### src/rtl/jtag_tap_param.sv
// jtag_tap_param
//   Parametrised IEEE 1149.1 TAP controller. It sits between the chip JTAG pins
//   and the core/pad boundary. It provides a configurable-width instruction
//   register, a 32-bit IDCODE register, a BSR_LEN-cell boundary-scan register
//   (SAMPLE/PRELOAD and EXTEST), a 1-bit BYPASS register, and a pass-through
//   to the core internal scan chain.
//
// Ports
//   TCK        in   1         test clock, the only clock
//   TRST_N     in   1         asynchronous reset, active-low
//   TMS        in   1         mode select, sampled on the TCK rising edge
//   TDI        in   1         serial data in, sampled on the TCK rising edge
//   TDO        out  1         serial data out, updated on the TCK falling edge
//   TDO_EN     out  1         high while in Shift-IR/Shift-DR (same timing as TDO)
//   func_in    in   BSR_LEN   functional core-to-pad values
//   pin_out    out  BSR_LEN   values driven to the pads
//   scan_en    out  1         internal chain shift enable
//   scan_si    out  1         internal chain serial in (copy of TDI)
//   scan_so    in   1         internal chain serial out
//   tap_state  out  4         current TAP state (debug)
//   ir_q       out  IR_WIDTH  current instruction (debug)

module jtag_tap_param #(
  parameter int unsigned         IR_WIDTH   = 4,
  parameter int unsigned         BSR_LEN    = 8,
  parameter logic [31:0]         IDCODE_VAL = 32'h1876_5001,
  parameter logic [IR_WIDTH-1:0] OPC_EXTEST = IR_WIDTH'(0),
  parameter logic [IR_WIDTH-1:0] OPC_SAMPLE = IR_WIDTH'(1),
  parameter logic [IR_WIDTH-1:0] OPC_IDCODE = IR_WIDTH'(2),
  parameter logic [IR_WIDTH-1:0] OPC_SCAN   = IR_WIDTH'(3)
) (
  input  logic                TCK,
  input  logic                TRST_N,
  input  logic                TMS,
  input  logic                TDI,
  output logic                TDO,
  output logic                TDO_EN,
  input  logic [BSR_LEN-1:0]  func_in,
  output logic [BSR_LEN-1:0]  pin_out,
  output logic                scan_en,
  output logic                scan_si,
  input  logic                scan_so,
  output logic [3:0]          tap_state,
  output logic [IR_WIDTH-1:0] ir_q
);

  // The state codes are the values the IEEE 1149.1 documents conventionally
  // use. This lets a debugger read tap_state directly.
  typedef enum logic [3:0] {
    ST_EX2_DR   = 4'h0,
    ST_EX1_DR   = 4'h1,
    ST_SH_DR    = 4'h2,
    ST_PAUSE_DR = 4'h3,
    ST_SEL_IR   = 4'h4,
    ST_UPD_DR   = 4'h5,
    ST_CAP_DR   = 4'h6,
    ST_SEL_DR   = 4'h7,
    ST_EX2_IR   = 4'h8,
    ST_EX1_IR   = 4'h9,
    ST_SH_IR    = 4'hA,
    ST_PAUSE_IR = 4'hB,
    ST_RTI      = 4'hC,
    ST_UPD_IR   = 4'hD,
    ST_CAP_IR   = 4'hE,
    ST_TLR      = 4'hF
  } tap_state_e;

  typedef enum logic [1:0] {
    DR_BYPASS,
    DR_IDCODE,
    DR_BSR,
    DR_SCAN
  } dr_sel_e;

  // The IR capture pattern ends in 2'b01, as the standard requires.
  localparam logic [IR_WIDTH-1:0] IR_CAPTURE = {{(IR_WIDTH-1){1'b0}}, 1'b1};
  localparam logic [IR_WIDTH-1:0] IR_ALL_ONES = '1;

  tap_state_e         state_q, state_d;
  logic [IR_WIDTH-1:0] ir_sr_q;
  logic               bypass_q;
  logic [31:0]        id_sr_q;
  logic [BSR_LEN-1:0] bsr_sr_q;
  logic [BSR_LEN-1:0] bsr_upd_q;
  logic [BSR_LEN-1:0] bsr_shift_d;
  dr_sel_e            dr_sel;
  logic               dr_lsb;

  // The next state follows the 16-state TAP graph. It is driven only by TMS.
  always_comb begin
    state_d = state_q;
    unique case (state_q)
      ST_TLR:      state_d = TMS ? ST_TLR    : ST_RTI;
      ST_RTI:      state_d = TMS ? ST_SEL_DR : ST_RTI;
      ST_SEL_DR:   state_d = TMS ? ST_SEL_IR : ST_CAP_DR;
      ST_CAP_DR:   state_d = TMS ? ST_EX1_DR : ST_SH_DR;
      ST_SH_DR:    state_d = TMS ? ST_EX1_DR : ST_SH_DR;
      ST_EX1_DR:   state_d = TMS ? ST_UPD_DR : ST_PAUSE_DR;
      ST_PAUSE_DR: state_d = TMS ? ST_EX2_DR : ST_PAUSE_DR;
      ST_EX2_DR:   state_d = TMS ? ST_UPD_DR : ST_SH_DR;
      ST_UPD_DR:   state_d = TMS ? ST_SEL_DR : ST_RTI;
      ST_SEL_IR:   state_d = TMS ? ST_TLR    : ST_CAP_IR;
      ST_CAP_IR:   state_d = TMS ? ST_EX1_IR : ST_SH_IR;
      ST_SH_IR:    state_d = TMS ? ST_EX1_IR : ST_SH_IR;
      ST_EX1_IR:   state_d = TMS ? ST_UPD_IR : ST_PAUSE_IR;
      ST_PAUSE_IR: state_d = TMS ? ST_EX2_IR : ST_PAUSE_IR;
      ST_EX2_IR:   state_d = TMS ? ST_UPD_IR : ST_SH_IR;
      ST_UPD_IR:   state_d = TMS ? ST_SEL_DR : ST_RTI;
      default:     state_d = ST_TLR;
    endcase
  end

  // The all-ones opcode and any opcode not listed select BYPASS.
  // The all-ones test comes first so that it wins over an overlapping opcode.
  always_comb begin
    dr_sel = DR_BYPASS;
    if (ir_q == IR_ALL_ONES) begin
      dr_sel = DR_BYPASS;
    end else if ((ir_q == OPC_EXTEST) || (ir_q == OPC_SAMPLE)) begin
      dr_sel = DR_BSR;
    end else if (ir_q == OPC_IDCODE) begin
      dr_sel = DR_IDCODE;
    end else if (ir_q == OPC_SCAN) begin
      dr_sel = DR_SCAN;
    end
  end

  // The BSR shifts LSB first. TDI enters at the top cell.
  // The expression is written with shifts so that BSR_LEN == 1 stays legal.
  always_comb begin
    bsr_shift_d = (bsr_sr_q >> 1) | (BSR_LEN'(TDI) << (BSR_LEN - 1));
  end

  // This selects the bit that is presented on TDO for the active data register.
  always_comb begin
    dr_lsb = bypass_q;
    unique case (dr_sel)
      DR_IDCODE: dr_lsb = id_sr_q[0];
      DR_BSR:    dr_lsb = bsr_sr_q[0];
      DR_SCAN:   dr_lsb = scan_so;
      default:   dr_lsb = bypass_q;
    endcase
  end

  // Rising-edge block: the state register, IR, and all data registers.
  // Capture, shift and update happen on the edge taken while in the
  // corresponding state. The Pause and Exit states simply hold.
  // ir_q is forced to IDCODE whenever the next state is TLR, so the value is
  // already correct on the edge that arrives in TLR.
  always_ff @(posedge TCK or negedge TRST_N) begin
    if (!TRST_N) begin
      state_q   <= ST_TLR;
      ir_q      <= OPC_IDCODE;
      ir_sr_q   <= '0;
      bypass_q  <= 1'b0;
      id_sr_q   <= '0;
      bsr_sr_q  <= '0;
      bsr_upd_q <= '0;
    end else begin
      state_q <= state_d;

      if (state_d == ST_TLR) begin
        ir_q <= OPC_IDCODE;
      end else if (state_q == ST_UPD_IR) begin
        ir_q <= ir_sr_q;
      end

      unique case (state_q)
        ST_CAP_IR: ir_sr_q <= IR_CAPTURE;
        ST_SH_IR:  ir_sr_q <= {TDI, ir_sr_q[IR_WIDTH-1:1]};
        ST_CAP_DR: begin
          unique case (dr_sel)
            DR_BYPASS: bypass_q <= 1'b0;
            DR_IDCODE: id_sr_q  <= IDCODE_VAL;
            DR_BSR:    bsr_sr_q <= func_in;
            default:   ;
          endcase
        end
        ST_SH_DR: begin
          unique case (dr_sel)
            DR_BYPASS: bypass_q <= TDI;
            DR_IDCODE: id_sr_q  <= {TDI, id_sr_q[31:1]};
            DR_BSR:    bsr_sr_q <= bsr_shift_d;
            default:   ;
          endcase
        end
        ST_UPD_DR: begin
          if (dr_sel == DR_BSR) begin
            bsr_upd_q <= bsr_sr_q;
          end
        end
        default: ;
      endcase
    end
  end

  // Falling-edge block: TDO and TDO_EN are retimed half a cycle after the state
  // change. Outside the shift states, TDO keeps its last value.
  always_ff @(negedge TCK or negedge TRST_N) begin
    if (!TRST_N) begin
      TDO    <= 1'b0;
      TDO_EN <= 1'b0;
    end else if (state_q == ST_SH_IR) begin
      TDO    <= ir_sr_q[0];
      TDO_EN <= 1'b1;
    end else if (state_q == ST_SH_DR) begin
      TDO    <= dr_lsb;
      TDO_EN <= 1'b1;
    end else begin
      TDO_EN <= 1'b0;
    end
  end

  // The core chain shifts only while its instruction is active and the TAP is
  // in Shift-DR.
  assign scan_en   = (state_q == ST_SH_DR) && (dr_sel == DR_SCAN);
  assign scan_si   = TDI;
  assign pin_out   = (ir_q == OPC_EXTEST) ? bsr_upd_q : func_in;
  assign tap_state = state_q;

endmodule

### config.mk
export PLATFORM = sky130hd
export DESIGN_NAME = jtag_tap_param
export DESIGN_NICKNAME = d
export VERILOG_FILES = /design/src/rtl/jtag_tap_param.sv
export SDC_FILE = /design/constraint.sdc
export NUM_CORES = 1
export LEC_CHECK = 0
export CAP_MARGIN = 20
export CORE_MARGIN = 5
export CORE_UTILIZATION = 35
export CTS_BUF_LIST = sky130_fd_sc_hd__clkbuf_8
export CTS_CLUSTER_DIAMETER = 100
export CTS_CLUSTER_SIZE = 20
export DETAILED_ROUTE_END_ITERATION = 10
export GPL_ROUTABILITY_DRIVEN = 0
export SYNTH_ARGS = -nofsm -noshare
export SYNTH_HDL_FRONTEND = slang
export SYNTH_SLANG_ARGS = --single-unit
### constraint.sdc
create_clock -name TCK -period 5.3 [get_ports TCK]
set_clock_uncertainty 0.15 [all_clocks]
set_input_delay 0.795 -clock TCK [delete_from_list [all_inputs] [get_ports TCK]]
set_output_delay 0.795 -clock TCK [all_outputs]
set_load 0.05 [all_outputs]
==> run_results.csv <==
group,metric,value,unit
outcome,outcome,"finished, final reports clean",
final_layout,fin_nets,297,
final_layout,num_antenna_cells,0,
floorplanning,start_util,36.2,%
logic_synthesis,avgSynthCellArea,11.7,µm²
logic_synthesis,synth_seq_area_share,52.7,%
clock_tree,h-tree-depth,3,
worst_setup_path,critPathLaunchType,"register",
worst_setup_path,critPathKind,"register to output pin",
clock_tree,cts.sinks,63,
detailed_routing,wl,5540,µm
worst_setup_path,crit_slowest_cell,"clkdlybuf4s50_1",
clock_tree,post-cts-setup-buffers,0,
detailed_routing,drtPass1Iterations,4,
sta,setup_viol,0,
logic_synthesis,synth_nets,270,
sta,finalHoldViolations,0,
detailed_routing,ant_nets,0,
detailed_routing,dr.first_iter.drc_count,103,
global_routing,grt_pass1_wl,9480,µm
clock_tree,cts_buffer_depth,2,
global_routing,globalRouteOverflowTotal,0,
logic_synthesis,synthMostInstantiatedCell,"dfrtp_1",
flow_run,cap_violations,0,
global_routing,grt_util_met1,16.4,%
logic_synthesis,synth_cell_types,38,
floorplanning,fp-row-count,33,
sta,final.setup.tns,0,ns
logic_synthesis,synth.area.top_cells,"dfrtp_1 (47%), mux2_2 (14%), mux2i_1 (7.3%)",
floorplanning,die_height,103,µm
worst_setup_path,cp_num_buf_inv,1,
floorplanning,io_pins,33,
detailed_routing,vias,1876,
worst_setup_path,reg2reg_depth,3,
clock_tree,ctsResizeCount,0,
worst_setup_path,cp_cell_sequence,"clkdlybuf4s50_1",
logic_synthesis,syn_area,3010,µm²
final_layout,design_area,3570,µm²
global_routing,top_usage_layer,"met1",
logic_synthesis,synth_largest_area_cell,"dfrtp_1",
sta,worst_slew_pin_slew,0.755,ns
worst_setup_path,rr_startpoint,"tap_state[1]$_DFF_PN1_",
logic_synthesis,synth_cells,257,
global_routing,antenna_found_initial,0,
worst_setup_path,endpoint_kind,"output pin",
worst_setup_path,worst_ep_arrival_time,4.18,ns
logic_synthesis,synth_top_area_share,46.6,%
placed_design,place.port_buffers,32,
pwr,power_leakage,0.00158,µW
global_routing,grt_pass1_vias,1832,
detailed_routing,routed_via_density,4.77,
sta,drv_slew,0,
final_layout,layout-drive-gt1-share,22.9,%
pwr,p_per_area,628,nW/µm²
global_routing,met2_usage,16.4,%
global_routing,grt_max_degree,61,
clock_tree,tritoncts,"built",
final_layout,fillers,800,
pwr,max-vdd-ir-drop,0.000211,V
clock_tree,cts-root-buf,"clkbuf_8",
floorplanning,die_width,103,µm
clock_tree,cts-buffers-inserted,9,
clock_tree,cts_hold_buf,0,
final_layout,areaGrowthSynthToFinish,18.7,%
global_routing,use_met3,2.91,%
detailed_routing,drc,0,
worst_setup_path,crit_path_start,"TDO$_DFFE_NN0P_",
worst_hold_path,hold_path_class,"input pin to asynchronous set/reset pin",
detailed_routing,wl_per_cell,14.1,µm
sta,slew_headroom,49.6,%
sta,holdWs,0.113,ns
clock_tree,clkSlewWorstSetupHoldPaths,0.07,ns
worst_setup_path,cp.depth,1,
sta,rsz0062_at_grt,"false",
placed_design,placed_area,3370,µm²
clock_tree,worstSkewPairLatency,0.34,ns
global_routing,grtUsageTotal,11.8,%
logic_synthesis,async_reset_ff_share,100,%
logic_synthesis,ys.flop_type,"dfrtp_1",
final_layout,final_cells,393,
logic_synthesis,synth-edff-count,0,
logic_synthesis,ys_warn_count,0,
logic_synthesis,ys_top_cells_by_count,"dfrtp_1 (56), mux2_2 (37), nor2_1 (23), mux2i_1 (22), nor2b_1 (18)",
logic_synthesis,synth_seq_cells,63,
worst_setup_path,cp_top_family,"buffers and inverters",
placed_design,hpwl,3530,µm
floorplanning,core,8300,µm²
worst_setup_path,max_stage_delay,0.80,ns
worst_setup_path,crit_fanout,2,
placed_design,place_inst,378,
worst_setup_path,required,4.36,ns
floorplanning,dieArea,10500,µm²
==> where the power goes <==
part	internal (µW)	switching [µW]	leakage [µW]	total [µW]
clock network	238	178	0.000105	416
registers	662	146	0.000790	808
logic	410	605	0.000683	1020
==> path summary, 6_finish.rpt <==
path / slack, ns / to
setup / recovery: 0.17 / TDO
hold / removal: 0.11 / id_sr_q[0]$_DFFE_PN0P_
setup reg to reg: 0.98 / TDO$_DFFE_NN0P_
hold reg to reg: 0.33 / id_sr_q[26]$_DFFE_PN0P_
max in group asynchronous: 2.16 / TDO_EN$_DFF_NN0_
min in group TCK: 0.33 / id_sr_q[26]$_DFFE_PN0P_
==> cells in the final DEF (no fill, tap or decap), types with 2 or more instances in the layout <==
| cell | count |
|---|---|
| dfrtp_1 | 56 |
| mux2_2 | 37 |
| clkdlybuf4s50_1 | 31 |
| nor2_1 | 23 |
| mux2i_1 | 22 |
| nor2b_1 | 18 |
| inv_1 | 11 |
| clkbuf_8 | 11 |
| a21oi_1 | 10 |
| nand2_1 | 9 |
| o21ai_0 | 8 |
| a31oi_1 | 7 |
| dfstp_2 | 5 |
| nand3_1 | 4 |
| nand2b_1 | 4 |
| clkinv_2 | 3 |
| buf_4 | 3 |
| dfrtn_1 | 2 |
| nor3b_1 | 2 |
| mux2_1 | 2 |
==> registers in the layout, indices dropped and copies added (netlist names) <==
name / flops
TDO: 1
TDO_EN: 1
bsr_sr_q: 8
bsr_upd_q: 8
bypass_q: 1
id_sr_q: 32
ir_q: 4
ir_sr_q: 4
tap_state: 4
==> layout make-up <==
class | instances | area (µm²) | area share, %
flip-flops and latches | 63 | 1580 | 44.4
multi-input cells | 164 | 1280 | 35.8
repair buffers | 35 | 338 | 9.47
clock buffers | 11 | 151 | 4.24
well taps | 105 | 131 | 3.68
clock inverters | 4 | 45.0 | 1.26
inverters | 11 | 41.3 | 1.16
==> cell families after synthesis <==
group / count (synthesis) / synth area share [%]
multiplexers: 61 / 21.9
buffers and inverters: 30 / 4.83
AO/OA/AOI/OAI: 34 / 7.08
flip-flops: 63 / 52.7
AND/OR/NAND/NOR: 69 / 13.5
==> stage by stage <==
step / utilization [%] / worst slack, ns / total power, µW
5_1_grt: 43.0 / 0.133 / 2390
2_1_floorplan: - / 0.811 / 1580
3_5_place_dp: 40.6 / 0.508 / 1840
3_3_place_gp: 40.6 / 0.509 / 1830
6_report: 43.0 / 0.175 / 2240
4_1_cts: 43.0 / 0.149 / 2270
==> layer usage <==
layer  vias to the layer above  wire [µm]
li1                        944          -
met1                       899       2730
met2                        21       2500
met4                         0        154
met5                         -          0
met3                        12        158
Power figures use the tool's default switching activity.
